==> config.mk <==
export PLATFORM = sky130hd
export DESIGN_NAME = nibble_serial_adder
export DESIGN_NICKNAME = d
export VERILOG_FILES = /design/src/rtl/nsa_pkg.sv /design/src/rtl/cla4_slice.sv /design/src/rtl/nibble_serial_adder.sv
export SDC_FILE = /design/constraint.sdc
export NUM_CORES = 1
export LEC_CHECK = 0
export ABC_AREA = 0
export CAP_MARGIN = 20
export CORE_MARGIN = 2
export CORE_UTILIZATION = 45
export CTS_CLUSTER_DIAMETER = 80
export CTS_CLUSTER_SIZE = 30
export DETAILED_ROUTE_END_ITERATION = 10
export PLACE_DENSITY = 0.76
export SYNTH_ARGS = -nofsm -noshare
export SYNTH_HDL_FRONTEND = slang
export SYNTH_SLANG_ARGS = --single-unit
==> constraint.sdc <==
create_clock -name clk -period 3.45 [get_ports clk]
set_input_delay 0.69 -clock clk [delete_from_list [all_inputs] [get_ports clk]]
set_output_delay 0.69 -clock clk [all_outputs]
set_load 0.05 [all_outputs]
==> src/rtl/nsa_pkg.sv <==
// nsa_pkg: shared FSM encoding and slice width for nibble_serial_adder.
package nsa_pkg;
  localparam int NIBBLE_W = 4;
  typedef enum logic [1:0] {IDLE = 2'd0, RUN = 2'd1, DONE = 2'd2} state_t;
endpackage

==> src/rtl/cla4_slice.sv <==
// cla4_slice: combinational 4-bit generate/propagate carry-lookahead adder.
// With OVERFLOW_FLAG_EN it also exports the carry into bit 3 (c3).
module cla4_slice
  import nsa_pkg::*;
(
  input  logic [NIBBLE_W-1:0] a,
  input  logic [NIBBLE_W-1:0] b,
  input  logic                ci,
  output logic [NIBBLE_W-1:0] s,
  output logic                co
`ifdef OVERFLOW_FLAG_EN
  ,
  output logic                c3
`endif
);
  logic [3:0] w_g, w_p;
  logic [4:0] w_c;
  assign w_g = a & b;
  assign w_p = a ^ b;
  assign w_c[0] = ci;
  assign w_c[1] = w_g[0] | (w_p[0] & ci);
  assign w_c[2] = w_g[1] | (w_p[1] & w_g[0]) | (&w_p[1:0] & ci);
  assign w_c[3] = w_g[2] | (w_p[2] & w_g[1]) | (&w_p[2:1] & w_g[0]) | (&w_p[2:0] & ci);
  assign w_c[4] = w_g[3] | (w_p[3] & w_g[2]) | (&w_p[3:2] & w_g[1]) | (&w_p[3:1] & w_g[0])
                | (&w_p & ci);
  assign s  = w_p ^ w_c[3:0];
  assign co = w_c[4];
`ifdef OVERFLOW_FLAG_EN
  assign c3 = w_c[3];
`endif
endmodule

==> src/rtl/nibble_serial_adder.sv <==
// nibble_serial_adder: WIDTH-bit add sequenced one nibble per cycle through a shared CLA slice.
// Define OVERFLOW_FLAG_EN to add the signed-overflow output ovf.
module nibble_serial_adder
  import nsa_pkg::*;
#(
  parameter int WIDTH = 16
) (
  input  logic             clk,
  input  logic             rst_n,
  input  logic             in_valid,
  output logic             in_ready,
  input  logic [WIDTH-1:0] a,
  input  logic [WIDTH-1:0] b,
  input  logic             cin,
  output logic             out_valid,
  input  logic             out_ready,
  output logic [WIDTH-1:0] sum,
  output logic             cout
`ifdef OVERFLOW_FLAG_EN
  ,
  output logic             ovf
`endif
);
  localparam int NIBBLES = WIDTH / NIBBLE_W;
  localparam int IW = NIBBLES > 1 ? $clog2(NIBBLES) : 1;
  localparam logic [IW-1:0] LAST = IW'(NIBBLES - 1);

  state_t r_state, w_next;
  logic [WIDTH-1:0] r_a, r_b, r_sum;
  logic [IW-1:0] r_idx;
  logic r_carry, r_cout, w_co, w_last;
  logic [NIBBLE_W-1:0] w_s;
`ifdef OVERFLOW_FLAG_EN
  logic r_ovf, w_c3;
  assign ovf = r_ovf;
`endif

  assign w_last    = r_idx == LAST;
  assign in_ready  = r_state == IDLE;
  assign out_valid = r_state == DONE;
  assign sum       = r_sum;
  assign cout      = r_cout;

  cla4_slice u_slice (
    .a  (r_a[r_idx*NIBBLE_W +: NIBBLE_W]),
    .b  (r_b[r_idx*NIBBLE_W +: NIBBLE_W]),
    .ci (r_carry),
    .s  (w_s),
    .co (w_co)
`ifdef OVERFLOW_FLAG_EN
    ,
    .c3 (w_c3)
`endif
  );

  always_ff @(posedge clk or negedge rst_n)
    if (!rst_n) r_state <= IDLE;
    else r_state <= w_next;

  always_comb begin
    w_next = r_state;
    w_next = r_state == IDLE ? (in_valid ? RUN : IDLE)
           : r_state == RUN  ? (w_last ? DONE : RUN)
           : r_state == DONE ? (out_ready ? IDLE : DONE)
           : IDLE;
  end

  // idx returns to 0 on the last nibble so it never leaves 0..NIBBLES-1
  always_ff @(posedge clk or negedge rst_n)
    if (!rst_n) begin
      r_a     <= '0;
      r_b     <= '0;
      r_sum   <= '0;
      r_idx   <= '0;
      r_carry <= 1'b0;
      r_cout  <= 1'b0;
`ifdef OVERFLOW_FLAG_EN
      r_ovf   <= 1'b0;
`endif
    end else if (r_state == IDLE && in_valid) begin
      r_a     <= a;
      r_b     <= b;
      r_carry <= cin;
      r_idx   <= '0;
    end else if (r_state == RUN) begin
      r_sum[r_idx*NIBBLE_W +: NIBBLE_W] <= w_s;
      r_carry <= w_co;
      r_idx   <= w_last ? '0 : r_idx + 1'b1;
      if (w_last) begin
        r_cout <= w_co;
`ifdef OVERFLOW_FLAG_EN
        r_ovf  <= w_c3 ^ w_co;
`endif
      end
    end
endmodule

# After elaboration in Yosys (flattened, before gate mapping)
# Index checks and enable logic that the tools add are counted.
dict set report totals {
  register_bits 54
  out_inout_bits 19
  inputBits 37
  word_cells 63
}
dict set report op_classes {
  muxes 12
  n_reduce_logical 11
  addsub 2
  eq_ne 3
  bitwise_logic 24
  shifts 4
}
# cell count
set ops {}
lappend ops {{$neg 4->34} 1}
lappend ops {{$shift 4x34->16 const A} 1}
lappend ops {{$shiftx 4x34->16} 1}
lappend ops {{$shiftx 16x5->4} 2}
lappend ops {{$bwmux 16} 1}
lappend ops {{$mux 2} 8}
lappend ops {{$and 1x1->1} 10}
lappend ops {{$or 1x1->1} 10}
lappend ops {{$reduce_and 3->1} 3}
lappend ops {{$reduce_and 2->1} 4}
lappend ops {{$xor 4x4->4} 2}
lappend ops {{$and 4x4->4} 1}
lappend ops {{$eq 2x2->1 const B} 2}
lappend ops {{$reduce_and 4->1} 1}
lappend ops {{$mux 1} 3}
lappend ops {{$add 2x1->2 const B} 1}
lappend ops {{$eq 2x1->1 const B} 1}
lappend ops {{$logic_not 2->1} 1}
lappend ops {{$reduce_bool 2->1} 1}
lappend ops {{$logic_and 1x1->1} 1}
lappend ops {{$not 1->1} 1}

# Depth between registers and ports, before layout
dict set report depth {
  word_depth 9
  mapped_depth 7
  ltp_nobuf 5
}

# Modules after synthesis
# From an unflattened synthesis, not the netlist that was laid out.
dict set report hier_totals {
  hier_cells 192
  area_unflattened_um2 2580.0
}
# mod instances area_per_inst_um2 seq_area_each_um2 cells_each
set modules_own_cells {}
lappend modules_own_cells {nibble_serial_adder 1 2432.3 1351.3 175}
lappend modules_own_cells {cla4_slice 1 147.6 0.0 17}

# Least setup slack after synthesis
# Ideal clock, no wire load.
dict set report synth_path {
  path_type {flip-flop to flip-flop}
  startpoint {reg r_idx[0]}
  endpoint {reg r_sum[10], in the netlist sum[10]}
  synth_period_minus_slack_ps 2530
  setup_ps 138
  t_required_ps 3312
  stages_incl_launch_ff 8
  t_arrival_ps 2391
  setup_slack_ps 920
  path_buffers 2
  path_cell_list {dfrtp_1 buf_2 buf_2 mux4_2 ha_1 a21o_1 a211oi_1 o31ai_1}
}
dict set report synth_between {
  elab_chain_len 9
  elab_cells_between_ends 24
  cone_classes {add/sub (1); shift (4); mux (1); bitwise (15); reduce/logical (3)}
}
# item line_no
set synth_lines {}
lappend synth_lines {{from (decl)} nibble_serial_adder.sv:30} ;# logic [IW-1:0] r_idx;
lappend synth_lines {{from (signal assigned)} nibble_serial_adder.sv:88} ;# r_idx <= w_last ? '0 : r_idx + 1'b1;
lappend synth_lines {{$shiftx 16x5->4 (on tied branches)} {nibble_serial_adder.sv:45, nibble_serial_adder.sv:46}}
lappend synth_lines {{$xor 4x4->4 / $and 4x4->4 (equally long branches)} {cla4_slice.sv:19, cla4_slice.sv:18}}
lappend synth_lines {{$and 1x1->1 / $reduce_and 2->1 (equally long branches)} cla4_slice.sv:23} ;# assign w_c[3] = w_g[2] | (w_p[2] & w_g[1]) | (&w_p[2:1] & w_g[0]) | (&w_p[2:0] & ci);
lappend synth_lines {{$or 1x1->1 / $and 1x1->1 (equally long branches)} cla4_slice.sv:23}
lappend synth_lines {{$or 1x1->1 (2 in series)} cla4_slice.sv:23}
lappend synth_lines {{$xor 4x4->4} cla4_slice.sv:26} ;# assign s = w_p ^ w_c[3:0];
lappend synth_lines {{$shiftx 4x34->16} nibble_serial_adder.sv:86} ;# r_sum[r_idx*NIBBLE_W +: NIBBLE_W] <= w_s;
lappend synth_lines {{$bwmux 16 *} nibble_serial_adder.sv:86}
lappend synth_lines {{to (signal, indexed assignment)} nibble_serial_adder.sv:86}
lappend synth_lines {{to (decl)} nibble_serial_adder.sv:29} ;# logic [WIDTH-1:0] r_a, r_b, r_sum;
# Every way passes the cells marked *; elsewhere a longest branch is shown, timed or not.
# A chain may end at the register's enable or synchronous reset.

# Worst setup path in the final report
dict set report layout_path {
  startpoint {reg r_idx[0]}
  endpoint {reg r_sum[6], in the netlist sum[6]}
}
# Same word-level chain as after synthesis.

==> run_results.csv <==
group,metric,value,unit
routing,routed.top_layer,"met4",
grt,antenna_found_initial,0,
routing,vias_per_cell,5.39,
die,die_h,79.8,um
worst_setup_path,worstPathMaxFanout,14,
worst_setup_path,required,3.62,ns
worst_setup_path,crit_family,"compound AO/OA/AOI/OAI gates",
grt,grt_usage,0.165,
worst_setup_path,crit_buf_inv,0,
worst_setup_path,crit_chain,"mux4_2, ha_1, a21o_1, a211oi_1, o31ai_1",
worst_setup_path,cp_slowest_cell,"dfrtp_1",
routing,drc_errors,0,
worst_setup_path,path_class,"reg2reg",
timing,setup_viol,0,
clock_tree,cts_tree,"done",
placed_design,gp_congestion,0.812,
routing,met1_length,2170,um
die,die_w,79.8,um
logic_synthesis,synth-seq-area-share,0.522,
routing,first_pass_iters,4,
clock_tree,cts.clk_slew.worst_paths,0.09,ns
worst_setup_path,crit_path_start_kind,"flop",
placed_design,io_buffers,55,
outcome,outcome,"finished, final reports clean",
timing,rsz0062_at_grt,"no",
cells_and_area,final_nets,285,
routing,vias,1667,
clock_tree,clk_latency,0.30,ns
worst_setup_path,critPathCaptureType,"flop",
timing,worstMarginPinSlew,0.803,ns
routing,ant_nets,0,
grt,grt_pass1_vias,1714,
placed_design,placed_area,0.00317,sq mm
clock_tree,postCtsSetupBuffers,0,
timing,fmax,0.366,GHz
run,maxCapViolCount,0,
grt,grt_pass1_wl,8220,um
routing,wl_met2,2460,um
logic_synthesis,ys_warn_count,0,
routing,wirelength,4880,um
cells_and_area,stdcell_area,0.00329,sq mm
logic_synthesis,synth_area,0.00259,sq mm
logic_synthesis,synthDistinctLibCells,38,
routing,wl_per_cell,15.8,um
clock_tree,ctsResizeCount,0,
logic_synthesis,synthCells,181,
grt,grt_max_degree,38,
timing,layout_setup_ws,0.718,ns
die,start_util,0.467,
placed_design,hpwl,3820,um
clock_tree,cts_buffer_depth,2,
timing,finalHoldViolations,0,
die,ios,56,
power_and_ir_drop,peakVddDrop,521,uV
clock_tree,cts_sinks,54,
placed_design,dp_slack,0.740,ns
die,die-area,0.00637,sq mm
logic_synthesis,synth_nets,229,
die,core_area,0.00554,sq mm
clock_tree,clockRootBuffer,"clkbuf_8",
cells_and_area,area_growth,27.0,%
timing,layout_min_cycle_time,2.73,ns
routing,drt_iter0_markers,58,
clock_tree,postCtsHoldBufs,0,
timing,slew_headroom,0.464,
logic_synthesis,synth.ff_latch_count,54,
power_and_ir_drop,power_density,1050,mW/mm^2
clock_tree,htree_levels,2,
timing,fin_tns_setup,0,ns
power_and_ir_drop,leakagePower,1.37,nW
grt,grt_overflow,0,
cells_and_area,antenna_cells,0,
routing,met3_length,202,um
timing,final_max_slew_viol_count,0,
logic_synthesis,synth_area_per_cell,14.3,sq um
clock_tree,cts_buffers,5,
timing,fin_worst_skew,0.00798,ns
die,std_cell_rows,27,
cells_and_area,drive_above_1_share,0.215,
timing,finalCritPeriodShare,0.792,
hold_path,hold_class,"in2async",
worst_setup_path,cp.arrival,2.90,ns
worst_setup_path,cp_slowest_stage_delay,0.72,ns
## synthesized netlist by cell type
cell type	n	area, sq um
a211oi_1	2	15.0
a21o_1	2	15.0
a21oi_1	1	5.00
a221oi_1	1	8.76
a22o_1	9	78.8
a22oi_1	2	15.0
a31oi_1	1	6.26
a32o_1	4	40.0
and2b_1	1	7.51
and3_1	2	12.5
and4_1	1	8.76
buf_2	3	15.0
buf_4	1	7.51
buf_6	4	45.0
clkbuf_1	1	3.75
dfrtp_1	54	1350
fa_1	1	20.0
ha_1	10	125
inv_1	3	11.3
mux2_1	3	33.8
mux2_2	29	327
mux4_2	8	180
nand2_1	7	26.3
nand2b_4	1	13.8
nand3_1	1	5.00
nand3b_1	4	30.0
nand4_1	2	12.5
nor2_1	4	15.0
nor2b_1	2	12.5
nor3b_1	1	7.51
nor3b_4	1	18.8
nor4_1	1	6.26
nor4b_2	1	15.0
o21ai_0	3	15.0
o21bai_1	2	15.0
o31ai_1	6	45.0
or4_1	1	7.51
xor2_1	1	8.76
## sequential cells by signal, indices dropped and copies added (netlist names)
register  count
r_idx         2
cout          1
r_state       2
r_carry       1
r_b          16
sum          16
r_a          16
## final timing paths
check	startpoint	end	slack (ns)	depth (start not counted)
max in group asynchronous	rst_n	r_b[13]	2.23	2
worst min-delay path	rst_n	sum[5]	0.48	1
worst max register to register	r_idx[0]	sum[6]	0.72	5
min in group clk	sum[2]	sum[2]	0.48	2
worst min register to register	sum[2]	sum[2]	0.48	2
worst max-delay path	r_idx[0]	sum[6]	0.72	5
## cell usage in the layout (no fill, tap or decap), types with 3 or more instances in the layout
cell              n
a22o_1            9
nand2_1           7
ha_1             10
nand3b_1          4
inv_1             3
buf_4             3
clkbuf_8          6
a32o_1            4
mux2_2           29
clkdlybuf4s50_1  54
nor2_1            4
o21ai_0           3
mux4_2            8
dfrtp_1          54
o31ai_1           6
mux2_1            3
## power breakdown
| group | internal (W) | switching (W) |
|---|---|---|
| Combinational | 0.000844 | 0.00102 |
| Sequential | 0.000915 | 0.000237 |
| Clock | 0.000232 | 0.000191 |
| Total | 0.00199 | 0.00145 |
## per-layer routing
metal / GRT usage / vias up
li1: - / 796
met1: 0.220 / 826
met2: 0.281 / 39
met3: 0.0339 / 6
met4: 0.0356 / 0
met5: 0 / -
## metrics by stage
step | hold WS (ns) | power [W] | instances | utilization
floorplan | 0.394 | 0.00255 | 181 | -
global placement | 0.468 | 0.00299 | 302 | 0.573
detailed placement | 0.468 | 0.00305 | 302 | 0.573
CTS | 0.489 | 0.00347 | 309 | 0.593
global route | 0.502 | 0.00369 | 309 | 0.593
finish | 0.475 | 0.00344 | 309 | 0.593
## cell type report
cell class                 instances  area (sq um)
multi-input combinational        115          1150
tap                               72          90.1
timing repair buffer              58           568
inverter                           3          11.3
clock inverter                     1          30.0
sequential                        54          1350
fill                             467          2250
clock buffer                       6          82.6
## cell families after synthesis
family / synth area share
AOI/OAI and AO/OA: 0.100
xor gates and xnor gates: 0.00339
adders and majority gates: 0.0561
buffers and inverters: 0.0319
DFF: 0.522
muxes: 0.209
and+or+nand+nor: 0.0769
(Power assumes the default switching activity.)
